### src/rtl/rf_write_arbiter_pkg.sv
// Shared constants and types for the register-file write-port arbiter.
// Requester identifiers and the round-robin pointer encoding live here.
package rf_write_arbiter_pkg;

    localparam int unsigned RF_XLEN = 32;
    localparam int unsigned RF_NREG = 32;
    localparam int unsigned RF_AW   = $clog2(RF_NREG);

    typedef enum logic [1:0] {
        REQ_NONE,
        REQ_WB,
        REQ_LD,
        REQ_DBG
    } req_e;

    // Names the requester that wins the next ld/dbg contention.
    typedef enum logic {
        RR_LD  = 1'b0,
        RR_DBG = 1'b1
    } rr_e;

    function automatic rr_e rr_next(input req_e grant, input rr_e cur);
        rr_e nxt;
        nxt = cur;
        if (grant == REQ_LD) begin
            nxt = RR_DBG;
        end else if (grant == REQ_DBG) begin
            nxt = RR_LD;
        end
        return nxt;
    endfunction

endpackage

### src/rtl/rf_scoreboard.sv
// Load scoreboard: one busy bit per register with an outstanding load,
// the sticky WAW error flag and the decode RAW stall compare.
module rf_scoreboard
    import rf_write_arbiter_pkg::*;
#(
    parameter int unsigned NREG = RF_NREG,
    parameter int unsigned AW   = RF_AW
) (
    input  logic            clk,
    input  logic            rst_n,
    input  logic            set_en,
    input  logic [AW-1:0]   set_idx,
    input  logic            clr_en,
    input  logic [AW-1:0]   clr_idx,
    input  logic [AW-1:0]   rs1,
    input  logic            rs1_used,
    input  logic [AW-1:0]   rs2,
    input  logic            rs2_used,
    output logic            stall,
    output logic [NREG-1:0] busy,
    output logic            err_waw
);

    logic [NREG-1:0] busy_d, busy_q;
    logic            err_waw_d, err_waw_q;

    always_comb begin
        busy_d = busy_q;
        if (clr_en) begin
            busy_d[clr_idx] = 1'b0;
        end
        // Applied after the clear so a same-cycle re-issue keeps the bit set.
        if (set_en && (set_idx != '0)) begin
            busy_d[set_idx] = 1'b1;
        end
        busy_d[0] = 1'b0;
        err_waw_d = err_waw_q | (set_en & busy_q[set_idx]);
    end

    always_ff @(posedge clk) begin
        if (!rst_n) begin
            busy_q    <= '0;
            err_waw_q <= 1'b0;
        end else begin
            busy_q    <= busy_d;
            err_waw_q <= err_waw_d;
        end
    end

    // No forwarding from the load return: only the registered busy view is used.
    always_comb begin
        stall = rst_n &
                ((rs1_used & (rs1 != '0) & busy_q[rs1]) |
                 (rs2_used & (rs2 != '0) & busy_q[rs2]));
    end

    assign busy    = busy_q;
    assign err_waw = err_waw_q;

endmodule

### src/rtl/rf_write_arbiter.sv
// Single register-file write port shared by writeback (fixed priority), load
// return and debug (round-robin between the latter two), plus load scoreboard.
module rf_write_arbiter
    import rf_write_arbiter_pkg::*;
#(
    parameter int unsigned XLEN = RF_XLEN,
    parameter int unsigned NREG = RF_NREG,
    parameter int unsigned AW   = RF_AW
) (
    input  logic            clk,
    input  logic            rst_n,
    input  logic            wb_valid,
    input  logic [AW-1:0]   wb_rd,
    input  logic [XLEN-1:0] wb_data,
    input  logic            ld_valid,
    input  logic [AW-1:0]   ld_rd,
    input  logic [XLEN-1:0] ld_data,
    output logic            ld_ready,
    input  logic            dbg_valid,
    input  logic [AW-1:0]   dbg_rd,
    input  logic [XLEN-1:0] dbg_data,
    output logic            dbg_ready,
    input  logic            ld_issue,
    input  logic [AW-1:0]   ld_issue_rd,
    input  logic [AW-1:0]   rs1,
    input  logic [AW-1:0]   rs2,
    input  logic            rs1_used,
    input  logic            rs2_used,
    output logic            rf_write,
    output logic [AW-1:0]   rf_writereg,
    output logic [XLEN-1:0] rf_writedata,
    output logic            stall,
    output logic [NREG-1:0] busy,
    output logic            err_waw
);

    req_e grant;
    rr_e  rr_ptr_d, rr_ptr_q;

    always_comb begin
        grant = REQ_NONE;
        if (!rst_n) begin
            grant = REQ_NONE;
        end else if (wb_valid) begin
            grant = REQ_WB;
        end else if (ld_valid && dbg_valid) begin
            grant = (rr_ptr_q == RR_LD) ? REQ_LD : REQ_DBG;
        end else if (ld_valid) begin
            grant = REQ_LD;
        end else if (dbg_valid) begin
            grant = REQ_DBG;
        end
    end

    always_comb begin
        rr_ptr_d = rr_next(grant, rr_ptr_q);
    end

    always_ff @(posedge clk) begin
        if (!rst_n) begin
            rr_ptr_q <= RR_LD;
        end else begin
            rr_ptr_q <= rr_ptr_d;
        end
    end

    always_comb begin
        rf_writereg  = '0;
        rf_writedata = '0;
        unique case (grant)
            REQ_WB: begin
                rf_writereg  = wb_rd;
                rf_writedata = wb_data;
            end
            REQ_LD: begin
                rf_writereg  = ld_rd;
                rf_writedata = ld_data;
            end
            REQ_DBG: begin
                rf_writereg  = dbg_rd;
                rf_writedata = dbg_data;
            end
            default: ;
        endcase
        // x0 requests are accepted but never reach the array.
        rf_write  = (grant != REQ_NONE) && (rf_writereg != '0);
        ld_ready  = (grant == REQ_LD);
        dbg_ready = (grant == REQ_DBG);
    end

    rf_scoreboard #(
        .NREG (NREG),
        .AW   (AW)
    ) u_scoreboard (
        .clk      (clk),
        .rst_n    (rst_n),
        .set_en   (ld_issue),
        .set_idx  (ld_issue_rd),
        .clr_en   (ld_valid & ld_ready),
        .clr_idx  (ld_rd),
        .rs1      (rs1),
        .rs1_used (rs1_used),
        .rs2      (rs2),
        .rs2_used (rs2_used),
        .stall    (stall),
        .busy     (busy),
        .err_waw  (err_waw)
    );

endmodule

### config.mk
export PLATFORM = sky130hd
export DESIGN_NAME = rf_write_arbiter
export DESIGN_NICKNAME = d
export VERILOG_FILES = /design/src/rtl/rf_write_arbiter_pkg.sv /design/src/rtl/rf_scoreboard.sv /design/src/rtl/rf_write_arbiter.sv
export SDC_FILE = /design/constraint.sdc
export NUM_CORES = 1
export LEC_CHECK = 0
export ABC_CLOCK_PERIOD_IN_PS = 2990
export CORE_UTILIZATION = 35
export CTS_CLUSTER_DIAMETER = 120
export DETAILED_ROUTE_END_ITERATION = 8
export PLACE_DENSITY = 0.82
export SLEW_MARGIN = 20
export SYNTH_ARGS = -nofsm -noshare
export SYNTH_HDL_FRONTEND = slang
export SYNTH_SLANG_ARGS = --single-unit
export TNS_END_PERCENT = 10
### constraint.sdc
create_clock -name clk -period 2.99 [get_ports clk]
set_input_delay 0.4485 -clock clk [delete_from_list [all_inputs] [get_ports clk]]
set_output_delay 0.4485 -clock clk [all_outputs]
set_load 0.02 [all_outputs]
# Yosys cells after proc, flatten, opt, wreduce, memory -nomap -nowiden
# Cells that the tools add are included.
dict set report classes {
  magnitude_cmp 6
  eq_ne 3
  muxes 22
  bitwise_logic 12
  reduce_logical 11
}
# cell n
set op_table {}
lappend op_table {{one-hot mux 32 bit (3 select lines)} 1}
lappend op_table {{2-to-1 mux 32 bit} 2}
lappend op_table {{bitwise AND 32 bit} 1}
lappend op_table {{inverter 32 bit} 1}
lappend op_table {{OR 32 bit} 1}
lappend op_table {{< comparator 5 x 6 -> 1 bit (second input constant)} 4}
lappend op_table {{nonzero test 5 bit} 4}
lappend op_table {{binary-select mux 1 bit (select 5 bit)} 3}
lappend op_table {{one-hot mux 5 bit (3 select lines)} 1}
lappend op_table {{demux 1 bit (select 5 bit)} 2}
lappend op_table {{greater-or-equal comparator 5 x 1 -> 1 bit (second input constant)} 2}
lappend op_table {{2-to-1 mux 2 bit} 5}
lappend op_table {{2-to-1 mux 1 bit} 8}
lappend op_table {{bitwise AND 1 bit} 7}
lappend op_table {{logical AND 1 bit} 5}
lappend op_table {{equality test 2 bit (second input constant)} 2}
lappend op_table {{nonzero test 2 bit} 2}
lappend op_table {{equality test 2 x 1 -> 1 bit (second input constant)} 1}
lappend op_table {{OR 1 bit} 2}
dict set report totals {
  ff_bits 34
  input_bits 134
  out_inout_bits 74
  wordCells 58
}

# Depth between registers and ports, before layout
dict set report logic_depth {
  ltp_word 10
  depth_mapped 7
  depth_no_buf 5
}

# Cells and area by module
# Synthesis repeated with hierarchy kept, for this count alone.
dict set report unflattened {
  cells_unflattened 329
  hier_area_um2 2778.9
}
# mod instances cells_each area_per_inst_um2 seq_area_each_um2
set by_module_without_submodules {}
lappend by_module_without_submodules {rf_scoreboard 1 230 2120.8 640.6}
lappend by_module_without_submodules {rf_write_arbiter 1 99 658.1 20.0}

# Least setup slack after synthesis
# OpenSTA, ideal clock, no wires.
dict set report synth_timing {
  path_kind {input -> output}
  startpoint {input port rs1[0]}
  endpoint {output port stall}
  arrival_ns 2.137
  required_time_ns 2.542
  setup_slack_ns 0.405
  path_stages 6
  n_path_buf 1
  cell_sequence {buf_2 > mux4_2 > or3b_2 > o311ai_0 > a21oi_1 > a311o_1}
}
dict set report synth_via {
  elab_chain_len 5
  elab_cells_between_ends 7
  classes_between {mux: 2; bitwise: 4; reduce/logical: 1}
}
# element line
set synth_lines {}
lappend synth_lines {{start, declared} rf_write_arbiter.sv:25} ;# input logic [AW-1:0] rs1,
lappend synth_lines {{binary-select mux 1 bit (select 5 bit) / nonzero test 5 bit (equally long branches)} rf_scoreboard.sv:53} ;# ((rs1_used & (rs1 != '0) & busy_q[rs1]) |
lappend synth_lines {{2-to-1 mux 1 bit (not written as such) / bitwise AND 1 bit (equally long branches)} rf_scoreboard.sv:53}
lappend synth_lines {{bitwise AND 1 bit *} rf_scoreboard.sv:53}
lappend synth_lines {{OR 1 bit *} rf_scoreboard.sv:53}
lappend synth_lines {{bitwise AND 1 bit *} rf_scoreboard.sv:52} ;# stall = rst_n &
lappend synth_lines {{end, declared} rf_write_arbiter.sv:32} ;# output logic stall,
# Mark *: on every way between the ends. The rest lies on a longest branch, timed or not. The select of a mux whose other input is x is not followed.

# Worst setup path after layout
dict set report layout_timing {
  startpoint {input port rst_n}
  endpoint {output port rf_writedata[15]}
}
dict set report layout_via {
  elab_chain_len 3
  elab_cells_between_ends 5
  classes_between {eq/ne: 3; mux: 2}
}
# element line
set layout_lines {}
lappend layout_lines {{start, declared} rf_write_arbiter.sv:11} ;# input logic rst_n,
lappend layout_lines {{2-to-1 mux 2 bit *} rf_write_arbiter.sv:42} ;# if (!rst_n) begin
lappend layout_lines {{equality test 2 bit / equality test 2 x 1 -> 1 bit (equally long branches)} rf_write_arbiter.sv:70} ;# unique case (grant)
lappend layout_lines {{one-hot mux 32 bit (3 select lines) *} rf_write_arbiter.sv:70}
lappend layout_lines {{end, declared} rf_write_arbiter.sv:31} ;# output logic [XLEN-1:0] rf_writedata,
# Mark *: on every way between the ends. The rest lies on a longest branch, timed or not.

==> impl_metrics.json <==
{
  "status": "finished, final reports clean",
  "netSwitchingFraction_pct": 31.36,
  "wirelength_um": 13770,
  "power_density_mw_per_mm2": 250.5,
  "max_freq_mhz": 336.3,
  "seq_power_share_pct": 34.0,
  "row_count": 32,
  "start_kind": "input pin",
  "finalHoldViolCount": 0,
  "synth.top_cell.area_share_pct": 23.14,
  "start_util_pct": 36.57,
  "first_pass_iters": 8,
  "fin_crit_ns": 2.974,
  "cp-end-kind": "output pin",
  "finalMaxSlewViolations": 0,
  "syn_inst": 337,
  "fin_area_mm2": 0.005330,
  "switchingPower_uw": 418.7,
  "cp-endpoint": "rf_writedata[15]",
  "total_power_uw": 1335,
  "setup_viol": 0,
  "cts_buffers": 5,
  "hold_buffers": 0,
  "grt_pass1_vias": 3989,
  "timing.hold.ws_ns": 0.5242,
  "cts_tree": "yes",
  "synthTopCellsByCount": "nand2_1, inv_1, a222oi_1, dfxtp_1",
  "grt_pass1_wl_um": 20800,
  "area_growth_pct": 86.68,
  "yosysWarnings": 0,
  "grt_overflow_total": 0,
  "drv_cap": 0,
  "antenna_found_initial": 0,
  "r2r-start": "u_scoreboard.busy[26]$_SDFF_PN0_",
  "hold_class": "reg -> reg",
  "htreeDepth": 2,
  "final_nets": 705,
  "critPathLaunch": "rst_n",
  "syn_nets": 471,
  "p_clk_share_pct": 24.4,
  "ir_worst_vdd_uv": 167.7,
  "die_x_um": 92.32,
  "io_pins": 208,
  "path_max_fanout": 12,
  "drt.antenna.violating_nets": 0,
  "gpl.final_weighted_congestion": 0.9149,
  "post-cts-setup-buffers": 0,
  "port-buffer-count": 206,
  "synthTopCellsByArea": "dfxtp_1, a222oi_1, mux4_2",
  "n_antenna_cell": 0,
  "grt.total_usage_pct": 31.83,
  "cts_root_buf": "clkbuf_8",
  "n_fill_cell": 635,
  "dieArea_mm2": 0.008523,
  "avgSynthCellArea_um2": 8.473,
  "multi_input_area_mm2": 0.001957,
  "grt_max_degree": 42,
  "async_flop_share_pct": 0,
  "internal-power_uw": 916.5,
  "coreArea_mm2": 0.007807,
  "crit_arrival_ns": 2.53,
  "clkLatencyLatePin_ns": 0.29,
  "dpl.hpwl_um": 11080,
  "placed_cells": 666,
  "tightestPinTransition_ns": 0.7888,
  "place_area_mm2": 0.005344,
  "r2r-end": "u_scoreboard.err_waw$_SDFF_PN0_",
  "yosysTopAreaCell": "dfxtp_1",
  "ys_seq_area_share_pct": 23.14,
  "drc": 0,
  "wl_per_cell_um": 20.44,
  "power_frac_comb_pct": 41.6,
  "syn_area_mm2": 0.002855,
  "cts.sinks": 33,
  "worst_ep_required_time_ns": 2.54,
  "clk_path_buf_depth": 2,
  "tns_ns": 0,
  "synth-seq-cells": 33,
  "finalNonFillerCells": 674,
  "viasPerCell": 5.846,
  "leakage_uw": 0.002267,
  "finalCritPeriodShare_pct": 99.45,
  "drive_above_1_share_pct": 18.18,
  "ys_types": 45,
  "synth_edf_count": 0,
  "criticalPathCategory": "in -> out",
  "synthFlopType": "dfxtp_1",
  "rr_worst_depth": 6,
  "drt-initial-drc-count": 412,
  "synth_most_common_cell": "nand2_1",
  "skew_ns": 0.006584,
  "clk_pin_slew_ns": 0.06,
  "reg2reg_setup_slack_ns": 1.15,
  "fp.dieH_um": 92.32,
  "slew_headroom_pct": 47.31,
  "vias": 3940,
  "seqCellArea_um2": 660.6,
  "min_from": "u_scoreboard.err_waw$_SDFF_PN0_"
}
## metrics by stage
| stage | setup slack, ns | util [%] |
|---|---|---|
| final | 0.01647 | 68.27 |
| after global routing | -0.001047 | 68.27 |
| after CTS | -0.04653 | 68.89 |
| after detailed placement | -0.5764 | 68.45 |
| after global placement | -0.5515 | 68.45 |
| after floorplan | 0.4048 | - |
## registers in the layout (all words and copies together), names as in the netlist
signal / flops
rr_ptr_q: 1
u_scoreboard.busy: 31
u_scoreboard.err_waw: 1
## critical path: stages
cell and delay [ns]:
clkdlybuf4s50_1 0.45, nor2b_1 0.16, buf_4 0.14, and3_2 0.26
buf_4 0.16, buf_12 0.13, a222oi_1 0.35, inv_1 0.09
dlygate4sd2_1 0.34
## cell type report
| cell class | count | share of cell area (%) |
|---|---|---|
| Timing Repair Buffer | 255 | 44.55 |
| Sequential cell | 33 | 12.39 |
| Clock buffer | 6 | 1.362 |
| Clock inverter | 2 | 0.1878 |
| Tap cell | 102 | 2.394 |
| Multi-Input combinational cell | 242 | 36.71 |
| Inverter | 34 | 2.394 |
## how the worst min path moves through the flow
| stage | endpoint | slack (ns) | depth (start not counted) |
|---|---|---|---|
| final | u_scoreboard.err_waw$_SDFF_PN0_ | 0.52 | 1 |
| after detailed placement | u_scoreboard.err_waw$_SDFF_PN0_ | 0.51 | 1 |
| after global routing | u_scoreboard.err_waw$_SDFF_PN0_ | 0.55 | 1 |
| after global placement | u_scoreboard.err_waw$_SDFF_PN0_ | 0.49 | 1 |
| after CTS | u_scoreboard.err_waw$_SDFF_PN0_ | 0.52 | 1 |
| after floorplan | rr_ptr_q$_SDFFE_PN0P_ | 0.51 | 1 |
## routing by layer
metal	wire, um	GRT usage [%]
met5	0	0
met4	506	12.50
met3	1423	8.046
met2	6833	56.98
met1	5010	35.94
## layout by cell type (no fill, tap or decap), types with 3 or more instances in the layout
| master | instances |
|---|---|
| a21oi_1 | 4 |
| clkdlybuf4s50_1 | 165 |
| buf_4 | 46 |
| mux2_2 | 4 |
| mux4_1 | 6 |
| and3_1 | 5 |
| o21ai_0 | 31 |
| nor2_1 | 9 |
| dfxtp_1 | 33 |
| nand3b_1 | 3 |
| mux2i_1 | 9 |
| nor2b_1 | 6 |
| dlygate4sd2_1 | 9 |
| a221o_1 | 4 |
| mux4_2 | 14 |
| clkbuf_8 | 5 |
| nand3_1 | 6 |
| a21boi_0 | 31 |
| inv_1 | 34 |
| clkdlybuf4s15_1 | 6 |
| clkbuf_2 | 19 |
| a222oi_1 | 33 |
| buf_12 | 4 |
| nand2_1 | 41 |
| nand2b_1 | 7 |
| buf_6 | 3 |
## cells by family after synthesis
kind of cell | count (synthesis) | synth area share, %
multiplexers | 33 | 21.30
buffers and inverters | 62 | 8.633
other | 1 | 0.1313
AND/OR/NAND/NOR | 91 | 15.51
flip-flops | 33 | 23.14
AO/OA/AOI/OAI | 117 | 31.29
## timing repair
action                                  CTS  global route
resized for setup                        38            56
pin swaps                                 0            13
endpoints found under the setup margin   35            33
## power groups by stage
stage               clock (uW)  sequential [uW]  combinational (uW)
global placement             0              463                 569
finish                     326              454                 555
detailed placement           0              464                 576
global route               345              455                 584
CTS                        322              454                 553
floorplan                    0              469                 204
(Power assumes the default switching activity.)
==> patch: new RTL, config.mk and constraints unchanged <==
Put a register stage on the output `err_waw`. The value now appears one clock later. The other outputs are not delayed to match.
--- a/src/rtl/rf_write_arbiter.sv
+++ b/src/rtl/rf_write_arbiter.sv
@@ -35,2 +35,4 @@
 );
+
+    logic err_waw_c;
 
@@ -106,4 +108,8 @@
         .busy     (busy),
-        .err_waw  (err_waw)
+        .err_waw  (err_waw_c)
     );
+
+    always_ff @(posedge clk) begin
+        err_waw <= err_waw_c;
+    end
 
Formal check against the unedited RTL: not equivalent (a bounded check fails within 4 cycles, from zero or initial values and one cycle with rst_n low).
==> patch against the original RTL <==
  * Total power grew 3.0%
  * Setup slack gained 0.052 ns
  * Sequential power grew 4%
  * Cell area grew 0.66%
  * Sequential cell count grew 1
  * Core utilization grew 0.098 points
  * Area after synthesis grew 1.4%
  * Clock skew grew 0.0038 ns
  * Maximum frequency grew 1.8%
  * Wire length shrank 5.1%
==> patch: results (changes against the original RTL) <==
----------------------------------------------------
[Route]
  Number of violations reported at the end of detailed-routing iteration 0 ... 430 (was 412)
  Number of search-and-repair iterations in the first detailed-routing pass ... 7 (was 8)
  Routed via count divided by cell count ... 5.858 (was 5.846)
  Number of DRC violations after detailed routing ... 0 (unchanged)
  Vias after detailed routing ... 3831 (was 3940)
  Wire length reported by the detailed router ... 13070 um (was 13770 um)

[Yosys]
  Ranking of synthesized cells by instance count ... 43 x nand2_1, 34 x dfxtp_1, 34 x inv_1 (was 41 x nand2_1, 34 x inv_1, 33 x a222oi_1, 33 x dfxtp_1)
  Share of synthesized area occupied by flip-flops and latches ... 23.52% (was 23.14%)
  Count of cell types in the netlist ... 40 (was 45)
  Synth Net Count ... 474 (was 471)
  Synth top area cells ... dfxtp_1 24%, mux4_2 16%, a222oi_1 11% (was dfxtp_1 23%, a222oi_1 12%, mux4_2 11%)
  Average instance area after synthesis ... 8.512 sq um (was 8.473 sq um)
  Warnings from Yosys ... 0 (unchanged)

[Critical path]
  Critical-path maximum fanout ... 10 (was 12)
  Data arrival time of the worst path ... 2.47 ns (was 2.53 ns)
  CP delay by family, top ... buffers and inverters (unchanged)
  Worst path max stage delay ... 0.52 ns (was 0.45 ns)

[Outcome]
  Run status ... complete, no violations (unchanged)

[Clock tree]
  Clock latency at the later pin of the worst-skew pair ... about 0.30 ns
  Number of buffers created by CTS ... 5 (unchanged)
  Clock tree buffer depth ... 2 (unchanged)
  Library cell used as clock root buffer ... clkbuf_8 (unchanged)
  Clock-pin slew of the registers on the worst-case setup and hold paths ... roughly 0.070 ns

[Place]
  Detailed-placement wirelength estimate ... 10440 um (was 11080 um)
  Post-placement cell count ... 646 (was 666)
  Count of buffers inserted at the top-level ports ... 206 (unchanged)
  Worst slack at placement ... -0.1557 ns (was -0.5764 ns)
  Weighted congestion at the end of routability-driven global placement ... 0.9345 (was 0.9149)

[Finish]
  Number of flip-flops in the largest register ... 31 (unchanged)
  Layout fillers ... 629 (was 635)
  Proportion of layout cells with a drive suffix above 1 ... 11.41% (was 18.18%)
  Number of nets in the layout ... 685 (was 705)

[Global route]
  All-layer global routing usage ... 29.50% (was 31.83%)
  Wire length of the first global-routing pass ... 19620 um (was 20800 um)
  Antenna violations before repair ... 0 (unchanged)
  Largest net degree at the start of global routing ... 26 (was 42)

[Power]
  Max VDD drop ... 151.1 uV (was 167.7 uV)
  Lkg Pwr ... 2.472 nW (was 2.267 nW)
  Sw Share ... 29.71% (was 31.36%)

[Timing]
  Slew at the pin with the worst max-slew slack ... 0.7357 ns (was 0.7888 ns)
  Count of pins over their slew limit ... 0 (unchanged)
  Final worst clock skew ... 0.01035 ns (was 0.006584 ns)

[Worst hold path]
  HP Class ... reg -> reg (unchanged)

----------------------------------------------------
patch: worst paths after layout:
| kind | start | endpoint | slack, ns | depth (start not counted) |
|---|---|---|---|---|
| hold reg to reg | u_scoreboard.err_waw | err_waw | 0.37 | 0 |
| setup / recovery | rs1[0] | stall | 0.07 | 8 |
| setup reg to reg | u_scoreboard.busy[14] | u_scoreboard.err_waw | 1.50 | 4 |
| hold / removal | u_scoreboard.err_waw | err_waw | 0.37 | 0 |
patch: power groups by stage:
stage / clock network, mW / registers, mW / logic (mW)
2_1_floorplan: 0 / 0.483 / 0.210
3_3_place_gp: 0 / 0.479 / 0.548
3_5_place_dp: 0 / 0.479 / 0.553
4_1_cts: 0.351 / 0.469 / 0.555
5_1_grt: 0.376 / 0.470 / 0.583
6_report: 0.353 / 0.470 / 0.553
patch: area by class of cell:
cell class	count	area share, %
repair buffers	235	44.64
multi-input cells	241	36.22
flip-flops and latches	34	12.69
inverters	34	2.379
well taps	102	2.379
clock buffers	7	1.609
clock inverters	1	0.09328
patch: worst register-to-register path, delay by kind of cell, from the launching register on:
kind	cells	cell delay (ns)
AO/OA/AOI/OAI	2	0.25
flip-flops	1	0.37
multiplexers	2	0.75
patch: layer usage:
layer	part of all wire, %	GRT usage, %
met5	0	0
met4	3.5	11.28
met3	10	7.964
met2	51	53.00
met1	35	32.89
patch: per-stage QoR:
stage | utilization [%] | area, sq um
2_1_floorplan | - | 2894
4_1_cts | 67.49 | 5296
5_1_grt | 68.37 | 5365
6_report | 68.37 | 5365
3_5_place_dp | 66.33 | 5205
3_3_place_gp | 66.33 | 5205
patch: repair_timing:
item	4_1_cts	5_1_grt
pin swaps	0	1
hold endpoints to repair	0	0
resized for setup	4	28
setup endpoints to repair	24	29
hold buffers	0	0
patch: logic make-up after synthesis:
logic type,count (synthesis),share of synthesized area (%)
multiplexers,38,22.31
buffers and inverters,65,9.468
AND/OR/NAND/NOR,90,15.26
other,1,0.1296
flip-flops,34,23.52
AO/OA/AOI/OAI,112,29.31
